$ cat config.mk
export PLATFORM = sky130hd
export DESIGN_NAME = apu_timer_bank
export DESIGN_NICKNAME = d
export VERILOG_FILES = /design/src/rtl/apu_timer_pkg.sv /design/src/rtl/apu_timer_ch.sv /design/src/rtl/apu_timer_bank.sv
export SDC_FILE = /design/constraint.sdc
export NUM_CORES = 1
export LEC_CHECK = 0
export CORE_ASPECT_RATIO = 0.9
export CORE_MARGIN = 10
export CORE_UTILIZATION = 60
export CTS_BUF_LIST = sky130_fd_sc_hd__clkbuf_4 sky130_fd_sc_hd__clkbuf_8
export CTS_CLUSTER_SIZE = 40
export DETAILED_ROUTE_END_ITERATION = 16
export GPL_ROUTABILITY_DRIVEN = 0
export PLACE_DENSITY_LB_ADDON = 0.1
export SLEW_MARGIN = 20
export SYNTH_ARGS = -nofsm -noshare
export SYNTH_HDL_FRONTEND = slang
export SYNTH_SLANG_ARGS = --single-unit
$ cat constraint.sdc
create_clock -name clk -period 3.15 [get_ports clk]
set_input_delay 0.63 -clock clk [delete_from_list [all_inputs] [get_ports clk]]
set_output_delay 0.63 -clock clk [all_outputs]
set_load 0.005 [all_outputs]
$ cat src/rtl/apu_timer_pkg.sv
// rtl/apu_timer_pkg.sv - register map constants shared by the APU timer bank
package apu_timer_pkg;

    localparam int REG_CONTROL       = 0;
    localparam int REG_RATE          = 1;
    localparam int REG_IRQ_EN        = 2;
    localparam int REG_STATUS        = 3;
    localparam int REG_INTERVAL_BASE = 4;

    // Counters sit after the interval block; callers pass NUM_TIMERS + channel.
    function automatic int counter_offset(input int n);
        return REG_INTERVAL_BASE + n;
    endfunction

endpackage

$ cat src/rtl/apu_timer_ch.sv
// rtl/apu_timer_ch.sv - one timer channel: interval compare, read-to-clear counter, overflow pulse
module apu_timer_ch #(
    parameter int COUNTER_W = 4
) (
    input  logic                 clk,
    input  logic                 reset,
    input  logic                 stage_tick,
    input  logic                 enable_rise,
    input  logic                 read_clear,
    input  logic [7:0]           interval,
    output logic [COUNTER_W-1:0] counter,
    output logic                 overflow
);

    logic [7:0]           timer_q, timer_d;
    logic [COUNTER_W-1:0] counter_q, counter_d;
    logic                 match;

    always_comb begin
        timer_d   = timer_q;
        counter_d = counter_q;
        overflow  = 1'b0;
        // Modular compare: interval 0 matches at 255, giving a 256-tick period.
        match     = stage_tick && (timer_q == (interval - 8'd1));

        if (stage_tick) begin
            timer_d = match ? 8'd0 : timer_q + 8'd1;
        end

        if (read_clear) begin
            // The read consumed the old value; a coincident increment survives as 1.
            counter_d = match ? COUNTER_W'(1) : '0;
        end else if (match) begin
            counter_d = counter_q + COUNTER_W'(1);
            overflow  = &counter_q;
        end

        if (enable_rise) begin
            timer_d   = 8'd0;
            counter_d = '0;
            overflow  = 1'b0;
        end
    end

    always_ff @(posedge clk or negedge reset) begin
        if (!reset) begin
            timer_q   <= 8'd0;
            counter_q <= '0;
        end else begin
            timer_q   <= timer_d;
            counter_q <= counter_d;
        end
    end

    assign counter = counter_q;

endmodule

$ cat src/rtl/apu_timer_bank.sv
// rtl/apu_timer_bank.sv - prescaled timer bank: prescaler, register decode, status, irq, read mux
module apu_timer_bank
    import apu_timer_pkg::*;
#(
    parameter int NUM_TIMERS = 3,
    parameter int COUNTER_W  = 4,
    parameter int PRESCALE_W = 7,
    parameter int FAST_W     = 4,
    parameter int ADDR_W     = 5
) (
    input  logic              clk,
    input  logic              reset,
    input  logic              tick_en,
    input  logic [ADDR_W-1:0] addr,
    input  logic [7:0]        wdata,
    input  logic              write,
    input  logic              read,
    output logic [7:0]        rdata,
    output logic              irq
);

    logic [PRESCALE_W-1:0] prescaler_q, prescaler_d;
    logic [NUM_TIMERS-1:0] enable_q, enable_d;
    logic [NUM_TIMERS-1:0] rate_q, rate_d;
    logic [NUM_TIMERS-1:0] irq_en_q, irq_en_d;
    logic [NUM_TIMERS-1:0] status_q, status_d;
    logic [7:0]            interval_q [NUM_TIMERS];
    logic [7:0]            interval_d [NUM_TIMERS];
    logic                  irq_q, irq_d;

    logic                  ctrl_wr;
    logic                  slow_tick, fast_tick;
    logic [NUM_TIMERS-1:0] enable_rise, stage_tick, read_clear, overflow;
    logic [COUNTER_W-1:0]  counter [NUM_TIMERS];

    assign ctrl_wr   = write && (addr == ADDR_W'(REG_CONTROL));
    assign slow_tick = tick_en && (&prescaler_q);
    assign fast_tick = tick_en && (&prescaler_q[FAST_W-1:0]);

    always_comb begin
        prescaler_d = prescaler_q;
        enable_d    = enable_q;
        rate_d      = rate_q;
        irq_en_d    = irq_en_q;
        interval_d  = interval_q;
        enable_rise = '0;

        if (ctrl_wr) begin
            prescaler_d = '0;
            enable_d    = wdata[NUM_TIMERS-1:0];
            enable_rise = wdata[NUM_TIMERS-1:0] & ~enable_q;
        end else if (tick_en) begin
            prescaler_d = prescaler_q + PRESCALE_W'(1);
        end

        if (write && (addr == ADDR_W'(REG_RATE)))   rate_d   = wdata[NUM_TIMERS-1:0];
        if (write && (addr == ADDR_W'(REG_IRQ_EN))) irq_en_d = wdata[NUM_TIMERS-1:0];
        for (int i = 0; i < NUM_TIMERS; i++) begin
            if (write && (addr == ADDR_W'(REG_INTERVAL_BASE + i))) interval_d[i] = wdata;
        end

        // Set wins over a simultaneous write-1-to-clear.
        status_d = status_q & ~((write && (addr == ADDR_W'(REG_STATUS)))
                                ? wdata[NUM_TIMERS-1:0] : '0);
        status_d = status_d | overflow;
        irq_d    = |(status_q & irq_en_q);
    end

    always_ff @(posedge clk or negedge reset) begin
        if (!reset) begin
            prescaler_q <= '0;
            enable_q    <= '0;
            rate_q      <= '0;
            irq_en_q    <= '0;
            status_q    <= '0;
            interval_q  <= '{default: 8'd0};
            irq_q       <= 1'b0;
        end else begin
            prescaler_q <= prescaler_d;
            enable_q    <= enable_d;
            rate_q      <= rate_d;
            irq_en_q    <= irq_en_d;
            status_q    <= status_d;
            interval_q  <= interval_d;
            irq_q       <= irq_d;
        end
    end

    for (genvar g = 0; g < NUM_TIMERS; g++) begin : g_ch
        assign stage_tick[g] = enable_q[g] && (rate_q[g] ? fast_tick : slow_tick);
        assign read_clear[g] = read && (addr == ADDR_W'(counter_offset(NUM_TIMERS + g)));

        apu_timer_ch #(
            .COUNTER_W (COUNTER_W)
        ) u_ch (
            .clk         (clk),
            .reset       (reset),
            .stage_tick  (stage_tick[g]),
            .enable_rise (enable_rise[g]),
            .read_clear  (read_clear[g]),
            .interval    (interval_q[g]),
            .counter     (counter[g]),
            .overflow    (overflow[g])
        );
    end

    always_comb begin
        rdata = 8'd0;
        if (addr == ADDR_W'(REG_CONTROL))     rdata = 8'(enable_q);
        else if (addr == ADDR_W'(REG_RATE))   rdata = 8'(rate_q);
        else if (addr == ADDR_W'(REG_IRQ_EN)) rdata = 8'(irq_en_q);
        else if (addr == ADDR_W'(REG_STATUS)) rdata = 8'(status_q);
        for (int i = 0; i < NUM_TIMERS; i++) begin
            if (addr == ADDR_W'(REG_INTERVAL_BASE + i))          rdata = interval_q[i];
            if (addr == ADDR_W'(counter_offset(NUM_TIMERS + i))) rdata = 8'(counter[i]);
        end
    end

    assign irq = irq_q;

endmodule

==> impl_summary.log, run 1 <==
[metrics] startpoint class of the critical path: input port
[metrics] combinational share of power: 22.1%
[metrics] height of the die: 105 µm
[metrics] Top-Level Pins: 27
[metrics] setup repair after global routing missed its margin: true
[metrics] number of input and output port buffers inserted: 26
[metrics] max frequency: 321 MHz
[metrics] Placed Cells incl. Taps: 643
[metrics] CTS sink count: 80
[metrics] Lkg Pwr: 2.56 nW
[metrics] post-synthesis sequential element count: 80
[metrics] Switching Fraction: 30.3%
[metrics] worst setup slack before clock tree synthesis: -0.491 ns
[metrics] ys async rst share: 100%
[metrics] global-route usage over all layers: 20.0%
[metrics] top library cells by usage in the layout, fill and taps aside: sky130_fd_sc_hd__dfrtp_1, sky130_fd_sc_hd__nor2_1, sky130_fd_sc_hd__nand2_1
[metrics] count of final hold-check violations: 0
[metrics] HP Class: in2async
[metrics] maximum number of pins on one net before global-route repair: 81
[metrics] final std cell area, no fill: 0.00562 mm²
[metrics] post-layout total power: 2.79 mW
[metrics] # DRC: 0
[metrics] number of endpoints failing setup at the final stage: 0
[metrics] Req. time, crit path: 2.52 ns
[metrics] Antenna Nets Post-Route: 0
[metrics] clock latency on the worst-skew pair: 0.36 ns
[metrics] layout cells sized above 1: 18.1%
[metrics] Post-Route Skew: 0.00990 ns
[metrics] sequential-to-total area share from yosys stat: 41.9%
[metrics] fin crit share: 98.9%
[metrics] area used by multi-input combinational logic: 0.00272 mm²
[metrics] Post-Syn Area: 0.00478 mm²
[metrics] maximum buffer depth of the clock tree: 2
[metrics] grt total ovfl: 0
[metrics] cell area after placement: 0.00536 mm²
[metrics] DRC violation total after the first TritonRoute iteration: 317
[metrics] primary flip-flop cell chosen by synthesis mapping: sky130_fd_sc_hd__dfrtp_1
[metrics] number of cells produced by synthesis: 502
[metrics] Max rail drop VDD: 0.302 mV
[metrics] Synth-to-Final Area Change: 17.6%
[metrics] crit path DAT: 2.48 ns
[metrics] H-tree levels: 3
[metrics] total nets after synthesis: 530
[metrics] top fanout value on the critical path: 2
[metrics] Die ar.: 0.0119 mm²
[metrics] slew at the pin closest to its max-slew limit: 1.01 ns
[metrics] final instance count without filler cells: 660
[metrics] sort of element at the end of the critical path: primary output
[metrics] number of maximum-capacitance constraint violations: 0
[metrics] aggregate routed wire length: 11800 µm
[metrics] fill cell count: 568
[metrics] yosys warns: 0
[metrics] average footprint of a synthesized cell: 9.52 µm²
[metrics] n_diodes: 0
[metrics] power per unit of standard cell area: 497 mW/mm²
[metrics] first-pass GRT wire length: 19800 µm
[metrics] Max Transition Viols Final: 0
[metrics] count of standard-cell rows: 30
[metrics] Max-slew headroom: 32.9%
[metrics] worst setup slack after layout: 0.0359 ns
[metrics] sequential cell area: 0.00200 mm²
[metrics] part of the total power dissipated in the clock network: 30.3%
[metrics] vias in the first global route: 4027
[metrics] HPWL after detailed placement: 8710 µm
[metrics] Internal: 1.95 mW
[metrics] Net Sw Power: 0.846 mW
[metrics] Routed wire per std cell: 17.8 µm
[metrics] number of enable flip-flop cells after synthesis: 0
[metrics] via count normalized by instance count: 6.17
[metrics] count of unique library cells instantiated by Yosys: 60
[metrics] minimum clock period: 3.11 ns
[metrics] CTS clock-pin slew for the worst setup and hold paths: 0.08 ns
[metrics] start-to-end type of the worst setup path: in2out
[metrics] Sequential Power Share: 47.7%
[metrics] final layout net count: 587
[metrics] initial standard-cell utilization of the core: 62.4%
[metrics] area of the core: 0.00766 mm²
[metrics] first-pass detailed-route iteration total: 7
[metrics] count of vias placed by the detailed router: 4071
[metrics] die width: 114 µm
[metrics] clock root buffer: sky130_fd_sc_hd__clkbuf_8
[metrics] CTS tree: yes
[metrics] number of antenna violations at the first check in global routing: 0
[metrics] status: finished, final reports clean
[metrics] most frequent standard cell in the layout excluding fill and tap cells: sky130_fd_sc_hd__dfrtp_1
[metrics] clock buffer count from CTS: 9
-- flip-flops by register name (all words and copies together), names as in the netlist --
signal	cells
rate_q	3
prescaler_q	7
enable_q	3
g_ch.u_ch.counter	12
irq	1
g_ch.u_ch.timer_q	24
status_q	3
irq_en_q	3
interval_q	24
-- synthesized netlist by cell type (all sizes together) (10+ instances only) --
cell	instances	area, µm²
dfrtp	80	2000
nor2	56	210
a21oi	23	115
mux2	30	338
xor2	26	228
clkbuf	12	45.0
inv	13	48.8
xnor2	25	219
nand3	24	120
nand2	53	199
o21ai	18	90.1
ha	10	125
mux2i	12	120
o211ai	10	88.8
nand4	10	62.6
-- stage by stage --
step	hold slack (ns)	setup TNS [ns]	util, %
detailed placement	0.527	-1.60	69.9
global route	0.507	-0.0707	73.4
CTS	0.473	-0.0232	73.4
floorplan	0.334	0	-
global placement	0.513	-1.30	69.9
finish	0.409	0	73.4
-- power by group through the flow --
stage	registers, mW	clock network [mW]	logic (mW)
global route	1.36	0.900	0.689
CTS	1.33	0.866	0.619
global placement	1.34	0	0.578
finish	1.33	0.846	0.617
floorplan	1.28	0	0.470
detailed placement	1.35	0	0.609
-- cell type report --
cell class | count | share of cell area, %
Clock buffer | 11 | 2.58
Clock inverter | 5 | 1.42
Multi-Input combinational cell | 394 | 48.3
Inverter | 13 | 0.868
Sequential cell | 80 | 35.6
Tap cell | 96 | 2.14
Timing Repair Buffer | 61 | 9.08
-- worst max-delay path, stage by stage --
cell and delay (ns):
sky130_fd_sc_hd__clkdlybuf4s50_1 0.47, sky130_fd_sc_hd__or3b_4 0.41, sky130_fd_sc_hd__nor3_4 0.14, sky130_fd_sc_hd__buf_4 0.14, sky130_fd_sc_hd__nand2_1 0.06, sky130_fd_sc_hd__a31oi_2 0.16
sky130_fd_sc_hd__a211oi_1 0.07, sky130_fd_sc_hd__o21ai_1 0.15, sky130_fd_sc_hd__dlygate4sd2_1 0.26
-- metal layers --
metal  vias up  track usage (%)  wire length (µm)
met5         -                0                 0
met1      1988             27.3              5350
met4         0             6.98               291
met3        31             4.35               692
li1       1914                -                 -
met2       138             30.3              5440
-- logic make-up after synthesis --
kind of cell             after synthesis  synth area share, %
AO/OA/AOI/OAI                         84                 12.4
XOR/XNOR                              51                 9.35
adder cells (fa/ha/maj)               10                 2.62
buffers and inverters                 28                 2.23
flip-flops                            80                 41.9
multiplexers                          42                 9.58
AND/OR/NAND/NOR                      207                 21.9
-- final timing paths --
check                                                       to  cells past startpoint                      start  slack (ns)
max in group asynchronous            interval_q[8]$_DFFE_PN0P_                      1                      reset        2.06
max                                                   rdata[0]                      9                    addr[2]        0.04
min reg2reg                            irq_en_q[1]$_DFFE_PN0P_                      1    irq_en_q[1]$_DFFE_PN0P_        0.53
min in group clk                       irq_en_q[1]$_DFFE_PN0P_                      1    irq_en_q[1]$_DFFE_PN0P_        0.53
max reg2reg                g_ch[1].u_ch.counter[3]$_DFFE_PN0P_                      8  interval_q[8]$_DFFE_PN0P_        0.28
min                        g_ch[1].u_ch.timer_q[5]$_DFFE_PN0P_                      1                      reset        0.41
-- timing repair --
action | CTS | global route
gates cloned | 0 | 0
resized for setup | 16 | 5
hold buffers | 0 | 0
endpoints found under the setup margin | 4 | 3
pin swaps | 1 | 2
buffers inserted | 1 | 0
Power figures use the tool's default switching activity.
==> run 2: changes to the inputs <==
CORE_UTILIZATION = 25   (was 60)
SETUP_SLACK_MARGIN = 0.5   (was unset)
==> impl_summary.log, run 2 (synthesis gave the netlist of run 1 again) <==
[metrics] status: finished, final reports clean
[metrics] height of the die: 151 µm (+44%)
[metrics] Lkg Pwr: 2.76 nW (+7.6%)
[metrics] Die ar.: 0.0251 mm² (+110%)
[metrics] max frequency: 372 MHz (+16%)
[metrics] number of input and output port buffers inserted: 26 (unchanged)
[metrics] maximum buffer depth of the clock tree: 2 (unchanged)
[metrics] top library cells by usage in the layout, fill and taps aside: sky130_fd_sc_hd__dfrtp_1, sky130_fd_sc_hd__nor2_1, sky130_fd_sc_hd__nand2_1
[metrics] count of standard-cell rows: 47 (+57%)
[metrics] grt total ovfl: 0 (unchanged)
[metrics] start-to-end type of the worst setup path: in2out
[metrics] crit path DAT: 2.06 ns (-0.42 ns)
[metrics] CTS clock-pin slew for the worst setup and hold paths: 0.08 ns (about the same)
[metrics] final layout net count: 599 (+2.0%)
[metrics] n_diodes: 0 (unchanged)
[metrics] Routed wire per std cell: 17.3 µm (-3.0%)
[metrics] # DRC: 0 (unchanged)
[metrics] count of vias placed by the detailed router: 3978 (-2.3%)
[metrics] Synth-to-Final Area Change: 27.7%
[metrics] area of the core: 0.0186 mm² (+140%)
[metrics] area used by multi-input combinational logic: 0.00285 mm² (+4.8%)
[metrics] number of endpoints failing setup at the final stage: 0 (unchanged)
[metrics] setup repair after global routing missed its margin: true
[metrics] H-tree levels: 3 (unchanged)
[metrics] Max rail drop VDD: 0.222 mV (-27%)
[metrics] Top-Level Pins: 27 (unchanged)
[metrics] final instance count without filler cells: 821 (+24%)
[metrics] Max-slew headroom: 53.9% (+21 points)
[metrics] sequential cell area: 0.00200 mm² (+0.12%)
[metrics] CTS tree: yes
[metrics] number of antenna violations at the first check in global routing: 0 (unchanged)
[metrics] die width: 166 µm (+45%)
[metrics] via count normalized by instance count: 4.85 (-21%)
[metrics] HP Class: in2async
[metrics] Max Transition Viols Final: 0 (unchanged)
[metrics] clock latency on the worst-skew pair: 0.38 ns (+0.02 ns)
[metrics] first-pass detailed-route iteration total: 4 (-3)
[metrics] Post-Route Skew: 0.0156 ns (+0.00569 ns)
[metrics] DRC violation total after the first TritonRoute iteration: 199 (-37%)
[metrics] initial standard-cell utilization of the core: 25.7% (-37 points)
[metrics] layout cells sized above 1: 24.7% (+6.6 points)
[metrics] clock root buffer: sky130_fd_sc_hd__clkbuf_8
[metrics] flop2flop setup slack: 0.60 ns (+0.32 ns)
[metrics] top fanout value on the critical path: 3 (+1)
[metrics] Post-CTS Hold Fix Bufs: 0 (unchanged)
[metrics] count of final hold-check violations: 0 (unchanged)
[metrics] cell area after placement: 0.00562 mm² (+4.9%)
[metrics] startpoint class of the critical path: input port
[metrics] Placed Cells incl. Taps: 797 (+24%)
[metrics] aggregate routed wire length: 14200 µm (+21%)
[metrics] final std cell area, no fill: 0.00610 mm² (+8.6%)
[metrics] power per unit of standard cell area: 500 mW/mm² (+0.55%)
[metrics] clock buffer count from CTS: 9 (unchanged)
[metrics] vias in the first global route: 3975 (-1.3%)
[metrics] utilization after layout: 32.9% (-41 points)
[metrics] Req. time, crit path: 2.52 ns (about the same)
[metrics] slew at the pin closest to its max-slew limit: 0.692 ns (-0.315 ns)
[metrics] first-pass GRT wire length: 22900 µm (+15%)
[metrics] CTS sink count: 80 (unchanged)
[metrics] number of maximum-capacitance constraint violations: 0 (unchanged)
[metrics] minimum clock period: 2.69 ns (-0.425 ns)
[metrics] fin crit share: 85.4% (-14 points)
[metrics] sort of element at the end of the critical path: primary output
[metrics] most frequent standard cell in the layout excluding fill and tap cells: sky130_fd_sc_hd__dfrtp_1
[metrics] depth of the worst register-to-register path: 8 (unchanged)
[metrics] post-layout total power: 3.05 mW (+9.2%)
[metrics] maximum number of pins on one net before global-route repair: 52 (-36%)
[metrics] HPWL after detailed placement: 10600 µm (+22%)
[metrics] Antenna Nets Post-Route: 0 (unchanged)
[metrics] global-route usage over all layers: 11.5% (-8.4 points)
[metrics] fill cell count: 1932 (+240%)
## run 2: changes by cell type in the layout (fill, tap and decap cells not counted), moves of 3 or more
| cell | before | now |
|---|---|---|
| sky130_fd_sc_hd__buf_2 | 0 | 5 |
| sky130_fd_sc_hd__buf_4 | 36 | 42 |
| sky130_fd_sc_hd__buf_6 | 0 | 7 |
| sky130_fd_sc_hd__clkdlybuf4s50_1 | 19 | 12 |
| sky130_fd_sc_hd__dlygate4sd2_1 | 4 | 1 |
| sky130_fd_sc_hd__dlymetal6s2s_1 | 0 | 3 |
| sky130_fd_sc_hd__nand2_1 | 53 | 49 |
| sky130_fd_sc_hd__nand2_2 | 0 | 3 |
## run 2: routing by layer
metal	wire, µm	track usage, %	up-vias
met2	6100	17.1	58
met1	7490	16.3	1967
li1	-	-	1938
met5	0	0	-
met3	429	2.54	15
met4	184	3.36	0
## run 2: metrics by stage
stage	TNS, ns	setup WS (ns)	hold WS [ns]
global placement	-1.32	-0.348	0.521
detailed placement	-1.50	-0.377	0.521
floorplan	0	0.503	0.334
global route	0	0.396	0.335
finish	0	0.461	0.274
CTS	0	0.410	0.310
## run 2: layout make-up
class                      count  share of cell area [%]
multi-input combinational    394                    46.6
sequential                    80                    32.8
timing repair buffer          73                    10.3
tap                          245                    5.02
clock buffer                  11                    2.28
clock inverter                 5                    2.11
inverter                      13                   0.799
## run 2: where the power goes
| group | internal, mW | total (mW) | switching (mW) | leakage (nW) |
|---|---|---|---|---|
| Clock | 0.627 | 1.05 | 0.425 | 0.135 |
| Sequential | 1.16 | 1.34 | 0.188 | 1.07 |
| Combinational | 0.344 | 0.656 | 0.312 | 1.56 |
## run 2: worst max-delay path, stage by stage
cell and delay, ns:
sky130_fd_sc_hd__buf_6 0.09, sky130_fd_sc_hd__or3b_4 0.42, sky130_fd_sc_hd__nor3_4 0.22, sky130_fd_sc_hd__buf_6 0.14, sky130_fd_sc_hd__nand2_4 0.05, sky130_fd_sc_hd__a31oi_4 0.17
sky130_fd_sc_hd__a211oi_2 0.07, sky130_fd_sc_hd__o21ai_1 0.14, sky130_fd_sc_hd__buf_2 0.13
## run 2: worst paths after layout
| check | from | to |
|---|---|---|
| worst min-delay path | reset | g_ch[2].u_ch.timer_q[7]$_DFFE_PN0P_ |
| max in group asynchronous | reset | enable_q[0]$_DFFE_PN0P_ |
| worst max register to register | interval_q[8]$_DFFE_PN0P_ | g_ch[1].u_ch.counter[2]$_DFFE_PN0P_ |
| worst min register to register | irq_en_q[0]$_DFFE_PN0P_ | irq$_DFF_PN0_ |
| min in group clk | irq_en_q[0]$_DFFE_PN0P_ | irq$_DFF_PN0_ |
| worst max-delay path | addr[3] | rdata[1] |
## run 2: timing repair
item | in CTS | in global routing
buffers inserted | 6 | 2
resized for setup | 58 | 29
endpoints found under the setup margin | 19 | 27
pin swaps | 16 | 14
cloned | 0 | 0
==> run 3: changes to the inputs <==
HOLD_SLACK_MARGIN = 0.1   (was unset)
==> results of run 3 <==
No change in the layout: final DEF, timing and power equal those of run 2.
==> edit 1: new RTL, settings of run 3 <==
Change the parameter `FAST_W` from 4 to 6.
--- a/src/rtl/apu_timer_bank.sv
+++ b/src/rtl/apu_timer_bank.sv
@@ -5,7 +5,7 @@
     parameter int NUM_TIMERS = 3,
     parameter int COUNTER_W  = 4,
     parameter int PRESCALE_W = 7,
-    parameter int FAST_W     = 4,
+    parameter int FAST_W     = 6,
     parameter int ADDR_W     = 5
 ) (
     input  logic              clk,
Function: no difference found for any inputs over 4 cycles, from zero or initial values and one cycle with reset low; that may be too few to reach the edited logic, so the function may still have changed.
==> edit 1 against run 3 <==
Combinational power grew 18%; worst hold slack gained 0.017 ns; global-route usage grew 0.37 points; synthesized cell count grew 2.4%; wire length grew 7.6%; worst setup slack lost 0.088 ns; cell area grew 2.2%; sequential cell count is the same; total power shrank 3.4%; synthesized area grew 5.2%.
==> edit 1: results (changes against run 3) <==
** Global routing
- Maximum number of pins on one net before global-route repair :: 81 (was 52)
- The global-route wire length before repair came to 24.4 mm (was 22.9 mm).
- Total track usage :: 11.9% (was 11.5%)
- Number of global-route vias before repair :: 4226 (was 3975)

** Final layout
- Share of cells above drive strength 1 :: 26.8% (was 24.7%)
- The layout net count came to 612 (was 599).
- Fill cells :: 2113 (was 1932)
- Post-route cell area :: 6240 µm² (was 6100 µm²)

** STA
- The transition time at the pin with the least slew margin was 0.773 ns (was 0.692 ns).
- The post-route clock skew is 0.00985 ns (was 0.0156 ns).

** Power and ir drop
- Peak supply drop :: 0.000190 V (was 0.000222 V)

** Detailed routing
- Post-detailed-route wirelength per cell :: 18.1 µm (was 17.3 µm)
- Router iterations before antenna repair :: 5 (was 4)
- The initial DRC count was 272 (was 199).

** Setup path
- The biggest cell delay along the critical path came to 0.51 ns (was 0.42 ns).
- Capture point of the worst reg-to-reg path :: g_ch[1].u_ch.counter[3] (was g_ch[1].u_ch.counter[2])
- Worst reg2reg startpoint :: interval_q[10] (was interval_q[8])
- Family of cells with the greatest summed delay on the critical path :: compound AO/OA/AOI/OAI gates (was simple AND/OR/NAND/NOR gates)

** Yosys
- The post-synthesis share of cell area spent on full adders, half adders and majority gates came to 2.49% (was 2.62%).
- The area fraction in compound gates after synthesis was 11.9% (was 12.4%).
- Xor and xnor fraction of the mapped netlist area :: 9.23% (was 9.35%)
- Library cells used by synthesis :: 65 (was 60)
- Most common library cells after synthesis: 80 x sky130_fd_sc_hd__dfrtp_1, 49 x sky130_fd_sc_hd__nand2_1, 42 x sky130_fd_sc_hd__nor2_1, 33 x sky130_fd_sc_hd__mux2_2, 29 x sky130_fd_sc_hd__xor2_1 (was 80 x sky130_fd_sc_hd__dfrtp_1, 56 x sky130_fd_sc_hd__nor2_1, 53 x sky130_fd_sc_hd__nand2_1, 30 x sky130_fd_sc_hd__mux2_2, 26 x sky130_fd_sc_hd__xor2_1).
- The share of synthesized area spent on multiplexers was 11.7% (was 9.58%).
- The synthesized netlist net count was 542 (was 530).

** Outcome
- Outcome: finished clean (unchanged).
-- edit 1: final cells by class --
cell class	count	share of cell area, %
Inverter	14	0.842
Tap cell	255	5.11
Timing Repair Buffer	79	10.5
Clock buffer	12	2.55
Sequential cell	80	32.1
Multi-Input combinational cell	400	48.0
Clock inverter	4	0.842
-- edit 1: repair_timing --
item                                    4_1_cts  5_1_grt
gates resized for setup                      49       23
pin swaps                                    12       10
endpoints found under the setup margin        8        7
cloned                                        1        0
buffers inserted                              3        5
-- edit 1: per-stage QoR --
| stage | power (mW) | worst slack, ns | instances | hold WS [ns] |
|---|---|---|---|---|
| 6_report | 2.95 | 0.373 | 844 | 0.291 |
| 5_1_grt | 3.16 | 0.328 | 844 | 0.353 |
| 4_1_cts | 2.97 | 0.336 | 839 | 0.487 |
| 3_5_place_dp | 2.10 | -0.404 | 819 | 0.520 |
| 3_3_place_gp | 2.08 | -0.411 | 819 | 0.536 |
| 2_1_floorplan | 1.84 | 0.564 | 514 | 0.334 |
-- edit 1: per-layer routing --
layer / GRT usage (%) / part of all wire, % / routed length (µm)
met3: 2.71 / 3.2 / 488
met4: 3.12 / 0.87 / 133
met5: 0 / 0 / 0
met1: 16.8 / 51 / 7840
met2: 17.7 / 45 / 6820
-- edit 1: worst max path at each step --
stage,startpoint,end,cells past startpoint
after CTS,addr[0],rdata[0],9
final,addr[0],rdata[3],9
after global placement,addr[0],rdata[1],9
after global routing,addr[0],rdata[1],9
after floorplan,tick_en,g_ch[0].u_ch.counter[3],8
after detailed placement,addr[0],rdata[0],9
-- edit 1: cells by family (layout without fill, tap and decap cells) --
| logic type | Yosys count | after routing |
|---|---|---|
| fa+ha+maj | 10 | 10 |
| simple gates | 208 | 208 |
| xor+xnor | 53 | 53 |
| flops | 80 | 80 |
| mux | 52 | 52 |
| buf+inv | 34 | 109 |
| compound gates | 77 | 77 |
-- edit 1: where the power goes --
group          total (mW)  switching, mW  internal [mW]
Clock               0.826          0.407          0.419
Combinational       0.773          0.390          0.383
Sequential           1.35          0.199           1.15
-- edit 1: worst reg2reg max path, cell delays in order, from the launching register on --
cell                        delay (ns)
sky130_fd_sc_hd__dfrtp_1          0.51
sky130_fd_sc_hd__or3_1            0.43
sky130_fd_sc_hd__or3_4            0.42
sky130_fd_sc_hd__a2111oi_4        0.40
sky130_fd_sc_hd__o211ai_4         0.17
sky130_fd_sc_hd__or3_1            0.38
sky130_fd_sc_hd__a21boi_1         0.15
==> edit 2: new RTL, settings of run 3 <==
Without the edit above. Reset style: synchronous (`reset`), changed in 2 clocked blocks.
--- a/src/rtl/apu_timer_ch.sv
+++ b/src/rtl/apu_timer_ch.sv
@@ -42,7 +42,7 @@
         end
     end
 
-    always_ff @(posedge clk or negedge reset) begin
+    always_ff @(posedge clk) begin
         if (!reset) begin
             timer_q   <= 8'd0;
             counter_q <= '0;
--- a/src/rtl/apu_timer_bank.sv
+++ b/src/rtl/apu_timer_bank.sv
@@ -66,7 +66,7 @@
         irq_d    = |(status_q & irq_en_q);
     end
 
-    always_ff @(posedge clk or negedge reset) begin
+    always_ff @(posedge clk) begin
         if (!reset) begin
             prescaler_q <= '0;
             enable_q    <= '0;
Function: differs if reset is asserted again (counterexample within 4 cycles, from zero or initial values and one cycle with reset low); with reset held inactive, the same outputs for 10 cycles.
==> edit 2 against run 3 <==
Worst setup slack improved by 0.053 ns; first-iteration DRC count is 36% higher; non-clock buffer count rose by 11; cell count increased by 12%; sequential cell count unchanged; wire length rose by 6.6%; critical path depth stayed put; critical path type unchanged; cell area is 1.3% lower; core utilization is 1.3 points lower; synthesized area up 0.99%; global-route usage up 0.16 points; maximum frequency up 2.0%.
Power is not compared: it rests on default switching activity, and its combinational part moved more than twofold at a synthesized area within 25%.
==> edit 2: results (changes against run 3) <==
** Yosys
- The count of cell types in the netlist came to 67 (was 60).
- The synthesized netlist net count is 630 (was 530).
- The sequential fraction of the synthesis area is 33.2% (was 41.9%).
- Most common library cells after synthesis :: 80 x sky130_fd_sc_hd__dfxtp_1, 73 x sky130_fd_sc_hd__nand2_1, 56 x sky130_fd_sc_hd__nor2_1, 37 x sky130_fd_sc_hd__a21oi_1, 31 x sky130_fd_sc_hd__xor2_1 (was 80 x sky130_fd_sc_hd__dfrtp_1, 56 x sky130_fd_sc_hd__nor2_1, 53 x sky130_fd_sc_hd__nand2_1, 30 x sky130_fd_sc_hd__mux2_2, 26 x sky130_fd_sc_hd__xor2_1)
- Warnings from Yosys :: 0 (unchanged)
- Most area-consuming cells after synthesis :: sky130_fd_sc_hd__dfxtp_1 33%, sky130_fd_sc_hd__nand2_1 5.7%, sky130_fd_sc_hd__xor2_1 5.6%, sky130_fd_sc_hd__mux2i_1 4.6%, sky130_fd_sc_hd__nor2_1 4.4% (was sky130_fd_sc_hd__dfrtp_1 42%, sky130_fd_sc_hd__mux2_2 7.1%, sky130_fd_sc_hd__xor2_1 4.8%, sky130_fd_sc_hd__xnor2_1 4.6%, sky130_fd_sc_hd__nor2_1 4.4%)
- Share of synthesized flip-flops with an asynchronous set or reset :: 0% (was 100%)

** Final layout
- The count of fill cells added during filler insertion is 2066 (was 1932).
- The number of antenna repair diodes is 0 (unchanged).
- The fraction of final layout cells sized beyond drive strength 1 was 18.5% (was 24.7%).
- Final layout net count :: 695 (was 599)

** Outcome
- Outcome :: finished clean (unchanged)

** Place
- The pre-CTS worst setup slack was -0.375 ns (was -0.377 ns).
- The final HPWL from detailed placement was 11.8 mm (was 10.6 mm).
- Post-Place Cell Area :: 5630 µm² (was 5620 µm²)

** Setup path
- Data arrival time of the critical path :: 2.01 ns (was 2.06 ns)
- The largest fanout of any net on the critical path is 6 (was 3).

** Clock tree
- The clock latency on the worst-skew pair was 0.38 ns (about the same).
- Clk slew on worst S/H paths :: 0.08 ns (about the same)
- The H-tree depth reported by CTS was 3 (unchanged).
- The maximum buffer depth of the clock tree was 2 (unchanged).

** Min path
- The type of the most critical hold path was reg -> reg (was in -> async).

** Detailed routing
- The initial DRC count was 271 (was 199).
- The routed via count is 4459 (was 3978).
- Total wire length after detailed routing :: 15.1 mm (was 14.2 mm)
- Remaining antenna violation count after routing :: 0 (unchanged)
- Router iterations before antenna repair :: 5 (was 4)

** Global routing
- The initial antenna violation count was 0 (unchanged).
- Number of global-route vias before repair :: 4373 (was 3975)
- Total track usage :: 11.7% (was 11.5%)
- Maximum number of pins on one net before global-route repair :: 27 (was 52)
- First-pass GRT wire length :: 23.9 mm (was 22.9 mm)

** STA
- The transition time at the pin with the least slew margin was 0.636 ns (was 0.692 ns).
- Final-layout setup total negative slack :: 0 ns (unchanged)
- The post-route clock skew was 0.0121 ns (was 0.0156 ns).

** Power and ir drop
- Peak supply drop :: about 0.00018 V
## edit 2: final cells by class
type,count,area (µm²),share of cell area [%]
Clock buffer,11,151,2.51
Sequential cell,80,1600,26.6
Clock inverter,5,40.0,0.664
Timing Repair Buffer,84,678,11.3
Multi-Input combinational cell,476,3180,52.8
Tap cell,250,313,5.19
Inverter,16,60.1,0.997
## edit 2: kinds of logic (layout without fill, tap and decap cells)
logic type | Yosys count | after routing | synth area share [%]
AO/OA/AOI/OAI | 127 | 127 | 18.6
AND/OR/NAND/NOR | 264 | 264 | 27.5
buffers and inverters | 46 | 116 | 3.58
XOR/XNOR | 50 | 50 | 9.07
multiplexers | 25 | 25 | 5.49
adder cells (fa/ha/maj) | 10 | 10 | 2.59
flip-flops | 80 | 80 | 33.2
## edit 2: metrics by stage
step | util, % | std cells
2_1_floorplan | - | 602
3_3_place_gp | 29.5 | 894
3_5_place_dp | 29.5 | 894
4_1_cts | 31.4 | 921
5_1_grt | 31.6 | 922
6_report | 31.6 | 922
## edit 2: worst paths after layout
check	from	end	slack, ns	depth (start not counted)
worst min-delay path	g_ch[2].u_ch.counter[3]	g_ch[2].u_ch.counter[3]	0.49	2
worst min register to register	g_ch[2].u_ch.counter[3]	g_ch[2].u_ch.counter[3]	0.49	2
worst max-delay path	addr[4]	rdata[3]	0.51	9
worst max register to register	interval_q[16]	g_ch[0].u_ch.counter[2]	0.62	7
## edit 2: power breakdown
group	internal, mW	switching [mW]	total (mW)	leakage [nW]
logic	0.0971	0.109	0.206	1.49
registers	1.02	0.00789	1.02	0.645
clock network	0.333	0.416	0.749	0.0882
## edit 2: what timing repair did
action	in CTS	in global routing
pin swaps	5	7
endpoints found under the hold margin	0	0
gates cloned	1	0
gates resized for setup	62	27
setup endpoints to repair	8	25
buffers inserted	10	1
## edit 2: metal layers
metal | global-route usage [%] | vias up | routed length (µm)
met5 | 0 | - | 0
met4 | 4.72 | 0 | 386
met3 | 2.24 | 24 | 356
met2 | 18.3 | 68 | 6800
met1 | 15.4 | 2102 | 7590
li1 | - | 2265 | -
## edit 2: critical path, cell delays in order
cell	delay, ns
sky130_fd_sc_hd__buf_4	0.13
sky130_fd_sc_hd__buf_6	0.13
sky130_fd_sc_hd__nor3b_4	0.20
sky130_fd_sc_hd__buf_4	0.17
sky130_fd_sc_hd__and2_4	0.15
sky130_fd_sc_hd__a22oi_1	0.06
sky130_fd_sc_hd__o21ai_1	0.14
sky130_fd_sc_hd__mux2_2	0.19
sky130_fd_sc_hd__clkdlybuf4s15_1	0.20
